**config.mk**
```make
export PLATFORM = sky130hd
export DESIGN_NAME = handball_input_conditioner_flat
export DESIGN_NICKNAME = d
export VERILOG_FILES = /design/src/rtl/handball_pkg.sv /design/src/rtl/handball_input_conditioner_if.sv /design/src/rtl/handball_input_conditioner_debounce_channel.sv /design/src/rtl/handball_input_conditioner.sv /design/src/flat_wrapper.sv
export SDC_FILE = /design/constraint.sdc
export NUM_CORES = 1
export LEC_CHECK = 0
export CAP_MARGIN = 15
export CORE_MARGIN = 4
export CORE_UTILIZATION = 38
export CTS_CLUSTER_DIAMETER = 120
export DETAILED_ROUTE_END_ITERATION = 10
export GPL_TIMING_DRIVEN = 0
export SLEW_MARGIN = 15
export SYNTH_ARGS = -nofsm -noshare
export SYNTH_HDL_FRONTEND = slang
export SYNTH_SLANG_ARGS = --single-unit
```
**constraint.sdc**
```tcl
create_clock -name CLKK -period 2.9 [get_ports CLKK]
set_input_delay 0.29 -clock CLKK [delete_from_list [all_inputs] [get_ports CLKK]]
set_output_delay 0.29 -clock CLKK [all_outputs]
set_load 0.02 [all_outputs]
```
**src/rtl/handball_pkg.sv**
```systemverilog
// rtl/handball_pkg.sv - shared constants for the Handball input conditioner
//
// Purpose: debounce lengths for simulation and board builds, with the
// matching counter widths and a parameter sanity helper.
// Ports: none (package).
package handball_pkg;

  // Simulation build: short debounce so benches stay fast.
  localparam int DEBOUNCE_CYCLES_SIM   = 8;
  localparam int CNT_W_SIM             = 4;

  // Board build: 100000 cycles at 5 MHz is 20 ms; 2**17 = 131072 covers it.
  localparam int DEBOUNCE_CYCLES_BOARD = 100000;
  localparam int CNT_W_BOARD           = 17;

  // True when a debounce length fits a counter of the given width.
  function automatic bit debounce_fits(input int cycles, input int cnt_w);
    return (cycles >= 2) && (cycles < (1 << cnt_w));
  endfunction

endpackage

```
**src/rtl/handball_input_conditioner_if.sv**
```systemverilog
// rtl/handball_input_conditioner_if.sv - board-pin and Handball-side signal bundle
//
// Purpose: groups the raw player inputs and the conditioned outputs.
// Signals:
//   BTN_RAW    raw push button, active-high, asynchronous, bouncing
//   START_RAW  raw START switch, active-high, asynchronous, bouncing
//   PULSER     one-cycle pulse per debounced button press
//   START      debounced START level
//   BTN_LEVEL  debounced button level
// Modports: master drives the raw inputs, slave is the conditioner.
interface handball_input_conditioner_if;

  logic BTN_RAW;
  logic START_RAW;
  logic PULSER;
  logic START;
  logic BTN_LEVEL;

  modport master (
    output BTN_RAW,
    output START_RAW,
    input  PULSER,
    input  START,
    input  BTN_LEVEL
  );

  modport slave (
    input  BTN_RAW,
    input  START_RAW,
    output PULSER,
    output START,
    output BTN_LEVEL
  );

endinterface

```
**src/rtl/handball_input_conditioner_debounce_channel.sv**
```systemverilog
// rtl/handball_input_conditioner_debounce_channel.sv - synchroniser plus counting debouncer
//
// Purpose: brings one asynchronous bouncing input into CLKK and only changes
// the debounced level after the synchronised input has disagreed with it for
// DEBOUNCE_CYCLES consecutive cycles.
// Ports:
//   CLKK     system clock
//   RESET_N  asynchronous active-low reset
//   raw      asynchronous raw input
//   level    debounced level
module debounce_channel
  import handball_pkg::*;
#(
  parameter int DEBOUNCE_CYCLES = DEBOUNCE_CYCLES_SIM,
  parameter int CNT_W           = CNT_W_SIM
) (
  input  logic CLKK,
  input  logic RESET_N,
  input  logic raw,
  output logic level
);

  localparam logic [CNT_W-1:0] CNT_LAST = CNT_W'(DEBOUNCE_CYCLES - 1);

  logic             sync1;
  logic             sync2;
  logic             stable;
  logic [CNT_W-1:0] cnt;

  // Any cycle where sync2 agrees with stable restarts the count, so a single
  // bounce throws away all progress. The flip clears cnt, so it never wraps.
  always_ff @(posedge CLKK or negedge RESET_N) begin
    if (!RESET_N) begin
      sync1  <= 1'b0;
      sync2  <= 1'b0;
      stable <= 1'b0;
      cnt    <= '0;
    end else begin
      sync1 <= raw;
      sync2 <= sync1;
      if (sync2 == stable) begin
        cnt <= '0;
      end else if (cnt == CNT_LAST) begin
        stable <= sync2;
        cnt    <= '0;
      end else begin
        cnt <= cnt + CNT_W'(1);
      end
    end
  end

  assign level = stable;

endmodule

```
**src/rtl/handball_input_conditioner.sv**
```systemverilog
// rtl/handball_input_conditioner.sv - button/START front end feeding Handball
//
// Purpose: debounces the player button and START switch and turns each
// debounced button press into a single-cycle PULSER.
// Ports:
//   CLKK     system clock
//   RESET_N  asynchronous active-low reset
//   io       slave side of handball_input_conditioner_if
//            (BTN_RAW, START_RAW in; PULSER, START, BTN_LEVEL out)
module handball_input_conditioner
  import handball_pkg::*;
#(
  parameter int DEBOUNCE_CYCLES = DEBOUNCE_CYCLES_SIM,
  parameter int CNT_W           = CNT_W_SIM
) (
  input  logic                         CLKK,
  input  logic                         RESET_N,
  handball_input_conditioner_if.slave  io
);

  logic btn_level;
  logic btn_level_d;
  logic start_level;
  logic pulser;

  debounce_channel #(
    .DEBOUNCE_CYCLES (DEBOUNCE_CYCLES),
    .CNT_W           (CNT_W)
  ) u_btn (
    .CLKK    (CLKK),
    .RESET_N (RESET_N),
    .raw     (io.BTN_RAW),
    .level   (btn_level)
  );

  debounce_channel #(
    .DEBOUNCE_CYCLES (DEBOUNCE_CYCLES),
    .CNT_W           (CNT_W)
  ) u_start (
    .CLKK    (CLKK),
    .RESET_N (RESET_N),
    .raw     (io.START_RAW),
    .level   (start_level)
  );

  // Rising-edge detect on the debounced level; releases never pulse and a
  // held button yields one pulse because btn_level_d catches up next cycle.
  always_ff @(posedge CLKK or negedge RESET_N) begin
    if (!RESET_N) begin
      btn_level_d <= 1'b0;
      pulser      <= 1'b0;
    end else begin
      btn_level_d <= btn_level;
      pulser      <= btn_level & ~btn_level_d;
    end
  end

  assign io.PULSER    = pulser;
  assign io.START     = start_level;
  assign io.BTN_LEVEL = btn_level;

endmodule
```
**src/flat_wrapper.sv**
```systemverilog
// flat-port wrapper written by rule: the top's interface ports become plain ports
module handball_input_conditioner_flat import handball_pkg::*;
#(
  parameter int DEBOUNCE_CYCLES = DEBOUNCE_CYCLES_SIM,
  parameter int CNT_W           = CNT_W_SIM
)
  (CLKK, RESET_N, io_BTN_RAW, io_START_RAW, io_PULSER, io_START, io_BTN_LEVEL);
  handball_input_conditioner_if io_i ();
  input  logic CLKK;
  input  logic RESET_N;
  input wire logic [$bits(io_i.BTN_RAW)-1:0] io_BTN_RAW;
  input wire logic [$bits(io_i.START_RAW)-1:0] io_START_RAW;
  output wire logic [$bits(io_i.PULSER)-1:0] io_PULSER;
  output wire logic [$bits(io_i.START)-1:0] io_START;
  output wire logic [$bits(io_i.BTN_LEVEL)-1:0] io_BTN_LEVEL;
  assign io_i.BTN_RAW = io_BTN_RAW;
  assign io_i.START_RAW = io_START_RAW;
  assign io_PULSER = io_i.PULSER;
  assign io_START = io_i.START;
  assign io_BTN_LEVEL = io_i.BTN_LEVEL;
  handball_input_conditioner #(.DEBOUNCE_CYCLES(DEBOUNCE_CYCLES), .CNT_W(CNT_W)) u_core (.CLKK(CLKK), .RESET_N(RESET_N), .io(io_i));
endmodule
```
==> metrics.txt <==
CP delay by family, top buffers and inverters; Resized cells post-CTS 0; MaxCap Viol Count 0; Post-DP HPWL 655 µm; Detailed Routing Iterations Pass 1 4; Core Box Area 0.00138 mm²; setup ws final 1270 ps; Clk pwr share 0.221; status complete, no violations; first-iteration detailed-routing DRC count 4; Post-Layout Inst Area 708 µm²; fraction of layout cells with a size suffix above 1 0.135; fin. max-slew vios 0; synthesized cell area 593 µm²; vias in the first global route 393; Arr. time, crit path 1340 ps; Starting Density 0.429; clk_lat worst skew 280 ps; deepest clock path buffer count 2; Avg Inst Size Synth 14.1 µm²; clock sink count 16; largest net degree at the start of global routing 17; vias per cell 4.97; die area 0.00226 mm²; final setup vio count 0; Area growth, synth to finish 19.4%; pwr/cell area 904 mW/mm²; Crit Path Max Fanout 5; type of the worst min-delay path reg2reg; Post-DRT Antenna Nets 0; dpl ws 1600 ps; Setup TNS Final 0 ps; net switching power 190 µW; Startpoint Class register; CTS tree yes; Worst path slowest cell clkdlybuf4s50_1; period utilization 0.561; CP Data Required Time 2610 ps; Internal Pwr Total 451 µW; count of nets after finishing 59; endpoint class of the critical path output pin; global route overflow 0; fin util 0.512; placed cell count 63; Worst-Margin Slew 685 ps; GR Util All Layers 0.102; combinational share of power 0.271; Netlist cell types 14; Critical Path Start u_core.u_btn.level$_DFFE_PN0P_; RSZ-0062 raised after global routing no; clk slew on worst S/H paths 90 ps; Crit path buffers/inverters 1; Placement Rows 13; Final Hold Viols 0; postcts setup bufs 0; cells after synthesis 42; CP max stage delay 630 ps; depth of the CTS H-tree 1; switch share 0.296; Ports 7; sequential share of power 0.507; worst setup path category reg2out; Clock Tree Root clkbuf_4; FILL cells 110; GPL Wtd Cong 0.684; Slew HR 0.542; number of I/O port buffers 6; Placement Cell Area 672 µm²; Area contributors post-synth dfrtp_1, xnor2_1, ha_1; clock skew 1.73 ps; crit path time final 1630 ps; antenna violations before repair 0; DRC violations left 0; fmax 615 MHz; first-pass GRT wire length 1550 µm; syn_nets 48; IR drop worst, VDD 0.484 mV; vias 333; top cell type by total area after synthesis dfrtp_1; number of synthesized register bits 16; yosys warns 0; Non-Filler Instances 67; r2r startpoint u_core.u_btn.cnt[0]$_DFF_PN0_; hold_buf cts 0; hold path start u_core.u_start.sync1$_DFF_PN0_; Inserted Diodes 0; sequential area share after synthesis 0.675; Leak 0.000337 µW; crit path cell chain clkdlybuf4s50_1; Yosys top cell area share 0.675; Die Ht 47.5 µm; Routed WL 878 µm; wire per inst 13.1 µm; Die Wd 47.5 µm; CTS Buf Count 3
state kept, by name, summed over array words and instances (netlist names):
| register | count |
|---|---|
| u_core.u_start.sync1 | 1 |
| u_core.io.PULSER | 1 |
| u_core.u_btn.sync1 | 1 |
| u_core.btn_level_d | 1 |
| u_core.u_btn.sync2 | 1 |
| u_core.u_start.cnt | 4 |
| u_core.u_start.sync2 | 1 |
| u_core.u_btn.cnt | 4 |
| u_core.u_start.level | 1 |
| u_core.u_btn.level | 1 |
layout by cell type (no fill, tap or decap):
| master | count |
|---|---|
| dfrtp_1 | 16 |
| nor2_1 | 6 |
| clkdlybuf4s50_1 | 6 |
| xnor2_1 | 4 |
| nor2b_1 | 3 |
| clkbuf_4 | 3 |
| nand3_1 | 2 |
| mux2i_1 | 2 |
| ha_1 | 2 |
| nand3b_1 | 1 |
| nor3b_2 | 1 |
| nand2_1 | 1 |
| nor2_2 | 1 |
| nor3_1 | 1 |
| mux2_4 | 1 |
| mux2_1 | 1 |
| clkbuf_8 | 1 |
cell usage after synthesis:
library cell / count
ha_1: 2
xnor2_1: 4
nor2_1: 6
mux2_1: 1
nand3_1: 2
mux2i_1: 2
nor3b_2: 1
mux2_4: 1
dfrtp_1: 16
nand2_1: 1
nor3_1: 1
nor2b_1: 3
nor2_2: 1
nand3b_1: 1
path summary, 6_finish.rpt:
kind,slack (ps),cells after the start,end
worst max-delay path,1270,1,io_BTN_LEVEL
worst min-delay path,370,0,u_core.u_start.sync2$_DFF_PN0_
worst max register to register,1650,4,u_core.u_btn.level$_DFFE_PN0P_
worst min register to register,370,0,u_core.u_start.sync2$_DFF_PN0_
max in group asynchronous,2050,1,u_core.u_btn.cnt[2]$_DFF_PN0_
min in group asynchronous,420,1,u_core.u_btn.sync1$_DFF_PN0_
kinds of logic (layout without fill, tap and decap cells):
kind of cell             after synthesis  count (layout)  share of synthesized area
adder cells (fa/ha/maj)                2               2                     0.0422
flip-flops                            16              16                      0.675
multiplexers                           4               4                     0.0781
AND/OR/NAND/NOR                       16              16                      0.146
XOR/XNOR                               4               4                     0.0591
buffers and inverters                  0              10                          0
per-stage QoR:
| step | power, µW | hold WS, ps |
|---|---|---|
| after CTS | 649 | 372 |
| after global placement | 491 | 332 |
| final | 640 | 369 |
| after floorplan | 435 | -5.59 |
| after global routing | 686 | 390 |
| after detailed placement | 505 | 345 |
power groups by stage:
| stage | combinational (µW) | sequential [µW] | clock [µW] |
|---|---|---|---|
| 6_report | 174 | 325 | 142 |
| 5_1_grt | 196 | 331 | 159 |
| 4_1_cts | 178 | 325 | 147 |
| 3_5_place_dp | 176 | 329 | 0 |
| 3_3_place_gp | 166 | 324 | 0 |
| 2_1_floorplan | 91.5 | 343 | 0 |
layer usage:
metal	GRT usage	up-vias	part of all wire
met3	0.0226	2	0.038
li1	-	157	-
met2	0.179	8	0.52
met1	0.107	166	0.44
met4	0.0663	0	0.0057
met5	0	-	0
area by class of cell:
cell class | count | area, µm² | share of cell area
clock buffers | 4 | 36.3 | 0.0512
multi-input cells | 26 | 193 | 0.272
flip-flops and latches | 16 | 400 | 0.565
well taps | 15 | 18.8 | 0.0265
repair buffers | 6 | 60.1 | 0.0848
No activity file was read; power rests on OpenSTA's default activity.
